--- src/rtl/udp_rx_check.sv ---
// Sink and checker for the bring-up byte stream: verifies incrementing payload and frame length,
// keeps saturating good/bad counters and sticky error flags. Define UDP_RX_THROTTLE_EN for LFSR back-pressure.
module udp_rx_check #(
    parameter int EXP_LEN     = 32,
    parameter int TIMEOUT_CYC = 1024,
    parameter int THR_MASK    = 7
) (
    input  logic        clk,
    input  logic        rst_n,
    input  logic        enable,
    input  logic        clear,
    input  logic        sof,
    input  logic        vld,
    input  logic [7:0]  data,
    input  logic        eof,
    output logic        ready,
    output logic        busy,
    output logic        frame_ok,
    output logic        frame_err,
    output logic [15:0] ok_cnt,
    output logic [15:0] err_cnt,
    output logic [4:0]  err_flags,
    output logic [7:0]  last_len
);

    localparam logic [1:0]  S_IDLE = 2'd0;
    localparam logic [1:0]  S_RECV = 2'd1;
    localparam logic [1:0]  S_DISC = 2'd2;

    localparam logic [7:0]  EXP_IDX      = 8'(EXP_LEN);
    localparam logic [8:0]  EXP_LEN9     = 9'(EXP_LEN);
    localparam logic [15:0] TIMEOUT_LAST = 16'(TIMEOUT_CYC - 1);

    logic [1:0]  state, state_n;
    logic [7:0]  idx, idx_n, cur_idx;
    logic        bad, bad_n, cur_bad, beat_bad;
    logic [15:0] timer, timer_n;
    logic        do_beat, ok_ev, err_ev, len_upd;
    logic [4:0]  flag_set;
    logic [7:0]  len_val;
    logic [8:0]  len;

    always_comb begin
        // NOTE: every signal assigned here gets a default first so no path infers a latch.
        state_n  = state;
        timer_n  = timer;
        ok_ev    = 1'b0;
        err_ev   = 1'b0;
        flag_set = '0;
        len_upd  = 1'b0;
        len_val  = last_len;
        do_beat  = 1'b0;
        cur_idx  = idx;
        cur_bad  = bad;
        beat_bad = 1'b0;
        len      = '0;

        case (state)
            S_IDLE: begin
                if (sof) begin
                    state_n = S_RECV;
                    cur_idx = '0;
                    cur_bad = 1'b0;
                    timer_n = '0;
                    do_beat = vld;
                end else if (vld) begin
                    flag_set[3] = 1'b1;
                end
            end
            S_RECV: begin
                timer_n = timer + 16'd1;
                if (sof) begin
                    flag_set[2] = 1'b1;
                    err_ev      = 1'b1;
                    len_upd     = 1'b1;
                    len_val     = idx;
                    cur_idx     = '0;
                    cur_bad     = 1'b0;
                    timer_n     = '0;
                end
                do_beat = vld;
            end
            S_DISC: begin
                timer_n = timer + 16'd1;
                if (sof) begin
                    state_n = S_RECV;
                    cur_idx = '0;
                    cur_bad = 1'b0;
                    timer_n = '0;
                    do_beat = vld;
                end else if ((vld && eof) || timer == TIMEOUT_LAST) begin
                    state_n = S_IDLE;
                end
            end
            default: state_n = S_IDLE;
        endcase

        idx_n = cur_idx;
        bad_n = cur_bad;

        if (do_beat) begin
            beat_bad = cur_bad | (data != cur_idx);
            bad_n    = beat_bad;
            if (data != cur_idx) flag_set[0] = 1'b1;
            if (eof) begin
                len     = {1'b0, cur_idx} + 9'd1;
                state_n = S_IDLE;
                len_upd = 1'b1;
                len_val = len[8] ? 8'hFF : len[7:0];
                if (len != EXP_LEN9) flag_set[1] = 1'b1;
                // A same-cycle abort of the previous frame already claims this cycle's pulse.
                if (len == EXP_LEN9 && !beat_bad && !err_ev) ok_ev = 1'b1;
                else err_ev = 1'b1;
            end else if (cur_idx == EXP_IDX) begin
                flag_set[1] = 1'b1;
                err_ev      = 1'b1;
                len_upd     = 1'b1;
                len_val     = EXP_IDX;
                state_n     = S_DISC;
            end else begin
                idx_n = cur_idx + 8'd1;
            end
        end

        if (state == S_RECV && !sof && state_n == S_RECV && timer == TIMEOUT_LAST) begin
            flag_set[4] = 1'b1;
            err_ev      = 1'b1;
            len_upd     = 1'b1;
            len_val     = idx_n;
            state_n     = S_IDLE;
        end
    end

    always_ff @(posedge clk or negedge rst_n) begin
        if (!rst_n) begin
            state     <= S_IDLE;
            idx       <= '0;
            bad       <= 1'b0;
            timer     <= '0;
            busy      <= 1'b0;
            frame_ok  <= 1'b0;
            frame_err <= 1'b0;
            ok_cnt    <= '0;
            err_cnt   <= '0;
            err_flags <= '0;
            last_len  <= '0;
        end else begin
            // NOTE: sequential state uses non-blocking assignments so every flop samples pre-edge values.
            state     <= state_n;
            idx       <= idx_n;
            bad       <= bad_n;
            timer     <= timer_n;
            busy      <= (state_n != S_IDLE);
            frame_ok  <= ok_ev;
            frame_err <= err_ev;
            if (clear) begin
                ok_cnt    <= '0;
                err_cnt   <= '0;
                err_flags <= '0;
                last_len  <= '0;
            end else begin
                if (ok_ev && ok_cnt != 16'hFFFF)   ok_cnt  <= ok_cnt + 16'd1;
                if (err_ev && err_cnt != 16'hFFFF) err_cnt <= err_cnt + 16'd1;
                err_flags <= err_flags | flag_set;
                if (len_upd) last_len <= len_val;
            end
        end
    end

`ifdef UDP_RX_THROTTLE_EN
    logic [7:0] lfsr;

    always_ff @(posedge clk or negedge rst_n) begin
        if (!rst_n) begin
            lfsr  <= 8'h01;
            ready <= 1'b0;
        end else begin
            lfsr  <= {lfsr[6:0], lfsr[7] ^ lfsr[5] ^ lfsr[4] ^ lfsr[3]};
            ready <= enable && ((lfsr & 8'(THR_MASK)) != 8'h00);
        end
    end
`else
    logic unused_thr_mask;
    assign unused_thr_mask = ^8'(THR_MASK);

    always_ff @(posedge clk or negedge rst_n) begin
        if (!rst_n) ready <= 1'b0;
        else        ready <= enable;
    end
`endif

endmodule

--- config.mk ---
export PLATFORM = sky130hd
export DESIGN_NAME = udp_rx_check
export DESIGN_NICKNAME = d
export VERILOG_FILES = /design/src/rtl/udp_rx_check.sv
export SDC_FILE = /design/constraint.sdc
export NUM_CORES = 1
export LEC_CHECK = 0
export CAP_MARGIN = 25
export CORE_UTILIZATION = 55
export CTS_BUF_LIST = sky130_fd_sc_hd__clkbuf_8 sky130_fd_sc_hd__clkbuf_16
export CTS_CLUSTER_DIAMETER = 50
export DETAILED_ROUTE_END_ITERATION = 12
export MAX_ROUTING_LAYER = met4
export PLACE_DENSITY = 0.82
export SYNTH_ARGS = -nofsm -noshare
export SYNTH_HDL_FRONTEND = slang
export SYNTH_SLANG_ARGS = --single-unit
export TNS_END_PERCENT = 20
--- constraint.sdc ---
create_clock -name clk -period 4.9 [get_ports clk]
set_input_delay 0.98 -clock clk [delete_from_list [all_inputs] [get_ports clk]]
set_output_delay 0.98 -clock clk [all_outputs]
set_load 0.03 [all_outputs]
==> results of run 1 <==
==> layer usage <==
metal  vias up  global-route usage  share of wire
met2       137              0.4432           0.48
met3        25             0.03777          0.047
li1       2042                   -              -
met1      2018              0.3815           0.45
met5         -                   -              0
met4         0             0.09245          0.017
==> path summary, 6_finish.rpt <==
check / from / to / slack [ns] / depth (start not counted)
max in group asynchronous: rst_n / idx[1] / 3.91 / 2
hold reg to reg: bad / bad / 0.51 / 2
hold / removal: rst_n / idx[6] / 0.44 / 1
setup reg to reg: state[1] / ok_cnt[11] / 1.05 / 13
setup / recovery: sof / ok_cnt[11] / 0.70 / 13
min in group clk: bad / bad / 0.51 / 2
==> cell type report <==
class,count,area (um2),area share
multi-input combinational,414,2399,0.4451
clock inverter,6,63.81,0.01184
sequential,76,1902,0.3529
inverter,15,56.30,0.01045
timing repair buffer,71,703.2,0.1305
clock buffer,10,137.6,0.02554
tap,102,127.6,0.02368
==> cell usage after synthesis, drive strengths merged (4+ instances only) <==
cell / n / area (um2)
a211oi: 8 / 65.06
a21o: 5 / 37.54
a21oi: 41 / 205.2
a31oi: 11 / 68.82
and3: 19 / 118.9
buf: 5 / 43.79
clkbuf: 23 / 86.33
dfrtp: 76 / 1902
ha: 9 / 112.6
inv: 15 / 56.30
nand2: 56 / 210.2
nand3: 22 / 110.1
nand4: 14 / 87.58
nor2: 59 / 221.5
nor2b: 8 / 50.05
nor3: 14 / 70.07
nor4bb: 4 / 40.04
o21ai: 49 / 245.2
o31ai: 11 / 82.58
o32ai: 5 / 43.79
or3: 14 / 97.59
or4: 10 / 78.82
xnor2: 11 / 96.34
xor2: 7 / 61.31
==> cells by family (layout without fill, tap and decap cells) <==
group / count (synthesis) / after routing
AND/OR/NAND/NOR: 241 / 241
AO/OA/AOI/OAI: 141 / 141
flip-flops: 76 / 76
buffers and inverters: 43 / 102
XOR/XNOR: 18 / 18
adder cells (fa/ha/maj): 9 / 9
multiplexers: 5 / 5
==> metrics by stage <==
stage / util / hold WS (ns) / total power, W / std cells / area (um2)
after CTS: 0.6867 / 0.5037 / 0.001355 / 693 / 5361
final: 0.6902 / 0.4375 / 0.001347 / 694 / 5389
after floorplan: - / 0.4513 / 0.0007895 / 533 / 4487
after global routing: 0.6902 / 0.4258 / 0.001403 / 694 / 5389
after detailed placement: 0.6609 / 0.4909 / 0.0008660 / 677 / 5160
after global placement: 0.6609 / 0.4846 / 0.0008614 / 677 / 5160
==> worst register-to-register path: stages, from the launching register on <==
cell and delay (ns):
dfrtp_1 0.43, ha_1 0.26, nand2b_1 0.17, nand2_1 0.13, inv_1 0.11, ha_1 0.30, nand3_1 0.23, o21ai_0 0.24
nand4b_1 0.11, o21bai_1 0.20, or3_4 0.42, or3_4 0.48, or4_1 0.54, a21oi_1 0.16
==> power groups by stage <==
stage	Combinational (W)	Clock [W]	Sequential, W
after floorplan	0.000101	0	0.000689
after CTS	0.000190	0.000500	0.000664
after global placement	0.000186	0	0.000676
final	0.000193	0.000490	0.000664
after global routing	0.000213	0.000523	0.000666
after detailed placement	0.000190	0	0.000676
==> flip-flops by register name, indices dropped and copies added, names as in the netlist <==
register   cells
err_flags      5
idx            8
bad            1
err_cnt       16
frame_err      1
last_len       8
ok_cnt        16
busy           1
state          2
timer         16
frame_ok       1
ready          1
==> flow_summary.json, run 1 <==
{
  "status": "complete, no violations",
  "clk_pin_slew_worst_paths_ns": 0.08,
  "routabilityCongestion": 0.9252,
  "synth_area_um2": 4487,
  "hold_buffers": 0,
  "syn_nets": 557,
  "overflow": 0,
  "yosys.area_share.simple": 0.2764,
  "place_hpwl_um": 7863,
  "grt_pass1_wl_um": 18830,
  "post_cts_buffers": 0,
  "drtPass1Iterations": 5,
  "post_drt_wl_per_cell_um": 16.32,
  "synth_top_family_by_area": "simple AND/OR/NAND/NOR gates",
  "layout_commonest_cell": "dfrtp_1",
  "area_delta_synth_final_pct": 20.11,
  "vias_per_cell": 6.084,
  "synth_mux_area_frac": 0.01199,
  "synth_seq_cells": 76,
  "path_buf_inv": 2,
  "yosys.area_share.xor_xnor": 0.03514,
  "nets": 611,
  "ant_nets": 0,
  "power_density_nw_per_um2": 249.9,
  "finalSetupTns_ns": 0,
  "drtIter0Drc": 279,
  "fp-row-count": 32,
  "max_freq_mhz": 238.0,
  "drc": 0,
  "rsz0062_at_grt": "no",
  "maxSlewViolCount": 0,
  "cts_resized": 0,
  "die_area_um2": 8523,
  "critPathKind": "in2reg",
  "fin_ws_ns": 0.6976,
  "ir_drop_mv": 0.2025,
  "yosysUniqueCellTypes": 51,
  "power_frac_seq": 0.493,
  "pre_cts_slack_ns": 0.3836,
  "cpPeakStageDelay_ns": 0.54,
  "clk_path_buf_depth": 2,
  "ys_seq_area_frac": 0.4239,
  "synth_edf_count": 0,
  "timing.critical_path.to_type": "register",
  "fin_skew_ns": 0.01052,
  "cap_violations": 0,
  "die_h_um": 92.32,
  "root_buffer": "clkbuf_8",
  "grt_max_degree": 77,
  "critPathArrivalTime_ns": 4.46,
  "min_period_ns": 4.202,
  "finalHoldViolCount": 0,
  "path_common_cell": "or3_4",
  "cts.sinks": 76,
  "leakage_nw": 2.240,
  "synthFlopType": "dfrtp_1",
  "path_cells": "clkdlybuf4s50_1 -> nand2b_1 -> nand2_1 -> inv_1 -> ha_1 -> nand3_1 -> o21ai_0 -> nand4b_1 -> o21bai_1 -> or3_4 -> or3_4 -> or4_1 -> a21oi_1",
  "wl_um": 11320,
  "portBuffers": 63,
  "worstMarginPinSlew_ns": 1.011,
  "cts_tree": "built",
  "p_int_w": 0.0009636,
  "final.fill_count": 662,
  "io_pins": 64,
  "worstHoldPathType": "in2async",
  "cts_buffers": 9,
  "grt_pass1_vias": 3939,
  "cp-start-kind": "primary input",
  "antenna_cells": 0,
  "power.switching_w": 0.0003830,
  "core_um2": 7807,
  "grt.total_usage": 0.2825,
  "antenna_found_initial": 0,
  "p_clk_frac": 0.364,
  "synth-compound-area-share": 0.1860,
  "cts.htree.levels": 3,
  "synth-warning-count": 0,
  "slew_headroom": 0.3067,
  "drive_gt1_frac": 0.05743,
  "synth-adder-area-share": 0.02510,
  "path_delay_family": "simple AND/OR/NAND/NOR gates",
  "fin_crit_sh": 0.8576,
  "final_cell_mix": "76 x dfrtp_1, 61 x clkdlybuf4s50_1, 59 x nor2_1",
  "insertion_delay_ns": 0.34,
  "crit_path_max_fanout": 21,
  "postSynthAreaPerCell_um2": 8.418,
  "cp_slowest_cell": "or4_1",
  "fp.dieW_um": 92.32,
  "async_reset_ff_frac": 1.000,
  "switching_share": 0.2844,
  "syn_inst": 533,
  "start_util": 0.5747,
  "setup_viol": 0,
  "cp_data_required_time_ns": 5.16,
  "vias": 4222,
  "p_comb_frac": 0.143
}
No activity file was read; power rests on OpenSTA's default activity.
==> run 2, diff against run 1 <==
--- a/config.mk
+++ b/config.mk
@@ -6,12 +6,13 @@
 export NUM_CORES = 1
 export LEC_CHECK = 0
 export CAP_MARGIN = 25
-export CORE_UTILIZATION = 55
+export CORE_UTILIZATION = 30
 export CTS_BUF_LIST = sky130_fd_sc_hd__clkbuf_8 sky130_fd_sc_hd__clkbuf_16
 export CTS_CLUSTER_DIAMETER = 50
 export DETAILED_ROUTE_END_ITERATION = 12
 export MAX_ROUTING_LAYER = met4
-export PLACE_DENSITY = 0.82
+export PLACE_DENSITY = 0.51
+export SLEW_MARGIN = 30
 export SYNTH_ARGS = -nofsm -noshare
 export SYNTH_HDL_FRONTEND = slang
 export SYNTH_SLANG_ARGS = --single-unit
==> run 2 against run 1 <==
Against the previous run: clock power grew 34%; non-clock buffer count down 2; cell area up 2.9%; critical path depth stayed put; final cell count up 11%; total power grew 13%; sequential power barely moved; flip-flop and latch count is the same; critical endpoint unchanged; highest routed layer unchanged.
==> flow_summary.json, run 2 (synthesized netlist as in run 1, its figures left out) <==
{
  "clk_pin_slew_worst_paths_ns": 0.06,
  "vias_per_cell": 5.347,
  "power_w": 0.001517,
  "core_um2": 14590,
  "grt_max_degree": 77,
  "drtPass1Iterations": 4,
  "vias": 4133,
  "nets": 609,
  "portBuffers": 63,
  "max_freq_mhz": 229.8,
  "regArea_um2": 1902,
  "critPathArrivalTime_ns": 4.62,
  "fp.dieW_um": 124.3,
  "drive_gt1_frac": 0.05433,
  "antenna_found_initial": 0,
  "drc": 0,
  "layout_commonest_cell": "dfrtp_1",
  "post_cts_buffers": 0,
  "cts.sinks": 76,
  "worstHoldPathType": "reg2reg",
  "drtIter0Drc": 307,
  "overflow": 0,
  "maxSlewViolCount": 0,
  "place_hpwl_um": 8444,
  "min_period_ns": 4.352,
  "ir_drop_mv": 0.2118,
  "hold_buffers": 0,
  "area_delta_synth_final_pct": 23.65,
  "crit_path_max_fanout": 21,
  "cts.htree.levels": 3,
  "io_pins": 64,
  "clk_path_buf_depth": 2,
  "fin_crit_sh": 0.8881,
  "cap_violations": 0,
  "ant_nets": 0,
  "start_util": 0.3075,
  "cp-start-kind": "primary input",
  "fp-row-count": 44,
  "worstMarginPinSlew_ns": 0.8439,
  "die_h_um": 124.3,
  "leakage_nw": 2.267,
  "grt.total_usage": 0.1703,
  "cts_resized": 0,
  "cts_tree": "built",
  "grt_pass1_vias": 4024,
  "multiInputGateArea_um2": 2402,
  "setup_viol": 0,
  "post_drt_wl_per_cell_um": 16.02,
  "routabilityCongestion": 0.8755,
  "root_buffer": "clkbuf_16",
  "finalHoldViolCount": 0,
  "finalSetupTns_ns": 0,
  "final_cell_mix": "76 x dfrtp_1, 61 x clkdlybuf4s50_1, 59 x nor2_1",
  "grt_pass1_wl_um": 20560,
  "reg_top3": "err_cnt x16, ok_cnt x16, timer x16",
  "timing.critical_path.to_type": "register",
  "final.fill_count": 1506,
  "critPathKind": "in2reg",
  "insertion_delay_ns": 0.34,
  "status": "complete, no violations",
  "rsz0062_at_grt": "no",
  "antenna_cells": 0,
  "fin_skew_ns": 0.006413,
  "cts_buffers": 9,
  "cp_data_required_time_ns": 5.16,
  "power_density_nw_per_um2": 273.4,
  "die_area_um2": 15450,
  "slew_headroom": 0.4331,
  "wl_um": 12380
}
-- run 2: path summary, 6_finish.rpt --
check | cells past startpoint | end | startpoint | slack, ns
min in group asynchronous | 1 | ok_cnt[8] | rst_n | 0.67
hold reg to reg | 2 | bad | bad | 0.49
setup reg to reg | 13 | ok_cnt[11] | state[0] | 1.14
max in group asynchronous | 1 | timer[15] | rst_n | 3.72
hold / removal | 2 | bad | bad | 0.49
setup / recovery | 13 | ok_cnt[11] | sof | 0.55
-- run 2: power by group --
part           internal (W)  switching [W]  total [W]
Clock              0.000388       0.000270   0.000657
Combinational     0.0000684       0.000125   0.000194
Sequential         0.000646      0.0000190   0.000665
-- run 2: critical path: stages --
cell and delay (ns):
clkdlybuf4s50_1 0.57, nand2b_1 0.20, nand2_1 0.14, inv_1 0.11
ha_1 0.29, nand3_1 0.21, o21ai_0 0.22, nand4b_1 0.11
o21bai_1 0.20, or3_4 0.41, or3_4 0.48, or4_1 0.52
a21oi_1 0.16
-- run 2: layout make-up --
type | count | share of cell area
clock buffers | 9 | 0.04060
inverters | 15 | 0.01015
repair buffers | 69 | 0.1216
flip-flops and latches | 76 | 0.3428
multi-input cells | 414 | 0.4330
clock inverters | 6 | 0.01037
well taps | 184 | 0.04150
-- run 2: routing by layer --
metal | part of all wire | vias to the layer above | global-route usage
li1 | - | 2044 | -
met1 | 0.47 | 1995 | 0.2163
met2 | 0.47 | 79 | 0.2632
met3 | 0.044 | 15 | 0.04811
met4 | 0.016 | 0 | 0.05032
met5 | 0 | - | -
-- run 2: through the flow --
stage	util	std cells	cell area, um2	worst slack, ns	hold slack (ns)
CTS	0.3801	773	5545	0.5399	0.4958
global route	0.3803	773	5548	0.2008	0.5191
global placement	0.3602	758	5255	0.3044	0.4864
detailed placement	0.3607	758	5263	0.1757	0.4814
floorplan	-	533	4487	0.8055	0.4513
finish	0.3803	773	5548	0.5481	0.4918
==> run 3, diff against run 2 <==
--- a/config.mk
+++ b/config.mk
@@ -7,7 +7,6 @@
 export LEC_CHECK = 0
 export CAP_MARGIN = 25
 export CORE_UTILIZATION = 30
-export CTS_BUF_LIST = sky130_fd_sc_hd__clkbuf_8 sky130_fd_sc_hd__clkbuf_16
 export CTS_CLUSTER_DIAMETER = 50
 export DETAILED_ROUTE_END_ITERATION = 12
 export MAX_ROUTING_LAYER = met4
==> run 3 against run 2 <==
Against the previous run: sequential share of layout area stayed put; total power grew 0.22%; sequential power is essentially flat; combinational power about the same; worst hold slack barely moved; register-to-register slack about the same; count of clock-buffer cells in the layout up 1; cell area stayed put; via count grew 0.34%; clock skew hardly changed; critical path depth stayed put; global-route usage unchanged.
==> flow_summary.json, run 3 (synthesized netlist as in run 1, its figures left out) <==
{
  "status": "complete, no violations",
  "path_buf_inv": 2,
  "p_comb_frac": 0.128,
  "timing.rr.start": "state[0]",
  "grt_pass1_wl_um": 20560,
  "finalSetupTns_ns": 0,
  "hold_buffers": 0,
  "setup.worst_path.end": "ok_cnt[11]",
  "power.switching_w": 0.0004154,
  "die_h_um": 124.3,
  "r2r-end": "ok_cnt[11]",
  "place_hpwl_um": 8444,
  "nets": 609,
  "reg2reg_slack_ns": 1.13,
  "p_int_w": 0.001105,
  "die_area_um2": 15450,
  "busiest_layer": "met2",
  "max_freq_mhz": 229.8,
  "drc": 0,
  "power_frac_seq": 0.438,
  "final.fill_count": 1506,
  "clk_path_buf_depth": 2,
  "drtIter0Drc": 307,
  "path_cells": "clkdlybuf4s50_1 -> nand2b_1 -> nand2_1 -> inv_1 -> ha_1 -> nand3_1 -> o21ai_0 -> nand4b_1 -> o21bai_1 -> or3_4 -> or3_4 -> or4_1 -> a21oi_1",
  "clk_pin_slew_worst_paths_ns": 0.06,
  "cp-start-kind": "primary input",
  "cp_data_required_time_ns": 5.16,
  "wl_um": 12420,
  "core_um2": 14590,
  "path_delay_family": "simple AND/OR/NAND/NOR gates",
  "start_util": 0.3075,
  "grt_max_degree": 77,
  "gr-usage-met3": 0.04811,
  "switching_share": 0.2733,
  "antenna_cells": 0,
  "reg_top3": "err_cnt x16, ok_cnt x16, timer x16",
  "antenna_found_initial": 0,
  "timing.critical_path.to_type": "register",
  "gr-usage-met1": 0.2163,
  "grt_pass1_vias": 4024,
  "final_cell_mix": "76 x dfrtp_1, 61 x clkdlybuf4s50_1, 59 x nor2_1",
  "io_pins": 64,
  "startpoint": "sof",
  "ir_drop_mv": 0.2118,
  "fin_crit_sh": 0.8879,
  "crit_path_max_fanout": 21,
  "area_delta_synth_final_pct": 23.65,
  "vias": 4147,
  "worstMarginPinSlew_ns": 0.8439,
  "cpPeakStageDelay_ns": 0.57,
  "worstHoldPathType": "reg2reg",
  "drive_gt1_frac": 0.05433,
  "grt.total_usage": 0.1703,
  "cp_num_cells": 13,
  "overflow": 0,
  "critPathArrivalTime_ns": 4.62,
  "slew_headroom": 0.4331,
  "post_drt_wl_per_cell_um": 16.06,
  "insertion_delay_ns": 0.35,
  "p_clk_frac": 0.435,
  "layout_commonest_cell": "dfrtp_1",
  "path_common_cell": "or3_4",
  "root_buffer": "clkbuf_16",
  "cts_tree": "built",
  "post_cts_buffers": 0,
  "setup_viol": 0,
  "worstRegToRegCells": 13,
  "finalHoldViolCount": 0,
  "min_period_ns": 4.351,
  "maxSlewViolCount": 0,
  "fin_skew_ns": 0.006705,
  "cts_buffers": 9,
  "final_util": 0.3803,
  "portBuffers": 63,
  "drtPass1Iterations": 4,
  "fp.dieW_um": 124.3,
  "leakage_nw": 2.263,
  "critPathKind": "in2reg",
  "ant_nets": 0,
  "grt_use_met2": 0.2632,
  "cap_violations": 0,
  "rsz0062_at_grt": "no",
  "cts.sinks": 76,
  "fp-row-count": 44,
  "cts.htree.levels": 3,
  "vias_per_cell": 5.365,
  "power_density_nw_per_um2": 274.0,
  "routabilityCongestion": 0.8755,
  "cp_slowest_cell": "clkdlybuf4s50_1",
  "cts_resized": 0
}
==> run 3: how the worst min path moves through the flow <==
stage	from	to	slack (ns)	cells past startpoint
2_1_floorplan	bad	bad	0.45	2
3_3_place_gp	timer[15]	timer[15]	0.49	1
3_5_place_dp	bad	bad	0.48	2
4_1_cts	bad	bad	0.50	2
5_1_grt	timer[15]	timer[15]	0.52	1
6_report	bad	bad	0.49	2
==> run 3: power by group through the flow <==
stage                     clock network (W)  logic, W  registers (W)
after CTS                          0.000681  0.000197       0.000665
after global placement                    0  0.000192       0.000676
after global routing               0.000710  0.000217       0.000668
after floorplan                           0  0.000101       0.000689
final                              0.000661  0.000194       0.000665
after detailed placement                  0  0.000196       0.000676
==> run 3: cell type report <==
type	count	area (um2)	share of cell area
clock inverters	5	53.80	0.009698
flip-flops and latches	76	1902	0.3428
multi-input cells	414	2402	0.4330
clock buffers	10	229.0	0.04127
inverters	15	56.30	0.01015
well taps	184	230.2	0.04150
repair buffers	69	674.4	0.1216
==> run 3: layer usage <==
metal | routed length [um] | vias up
met2 | 5798 | 74
li1 | - | 2044
met5 | 0 | -
met4 | 197 | 0
met1 | 5911 | 2014
met3 | 510 | 15
==> run 3: worst register-to-register path: stages (launching register included) <==
cell      delay [ns]
dfrtp_1         0.44
ha_1            0.23
nand2b_1        0.16
nand2_1         0.14
inv_1           0.11
ha_1            0.29
nand3_1         0.21
o21ai_0         0.22
nand4b_1        0.12
o21bai_1        0.20
or3_4           0.41
or3_4           0.48
or4_1           0.52
a21oi_1         0.16
==> run 3: stage by stage <==
step	total power (W)	area (um2)	setup WS, ns	hold slack, ns	std cells
6_report	0.001520	5548	0.5491	0.4918	773
5_1_grt	0.001595	5548	0.2008	0.5191	773
4_1_cts	0.001543	5545	0.5399	0.4958	773
3_5_place_dp	0.0008724	5263	0.1757	0.4814	758
3_3_place_gp	0.0008680	5255	0.3044	0.4864	758
2_1_floorplan	0.0007895	4487	0.8055	0.4513	533
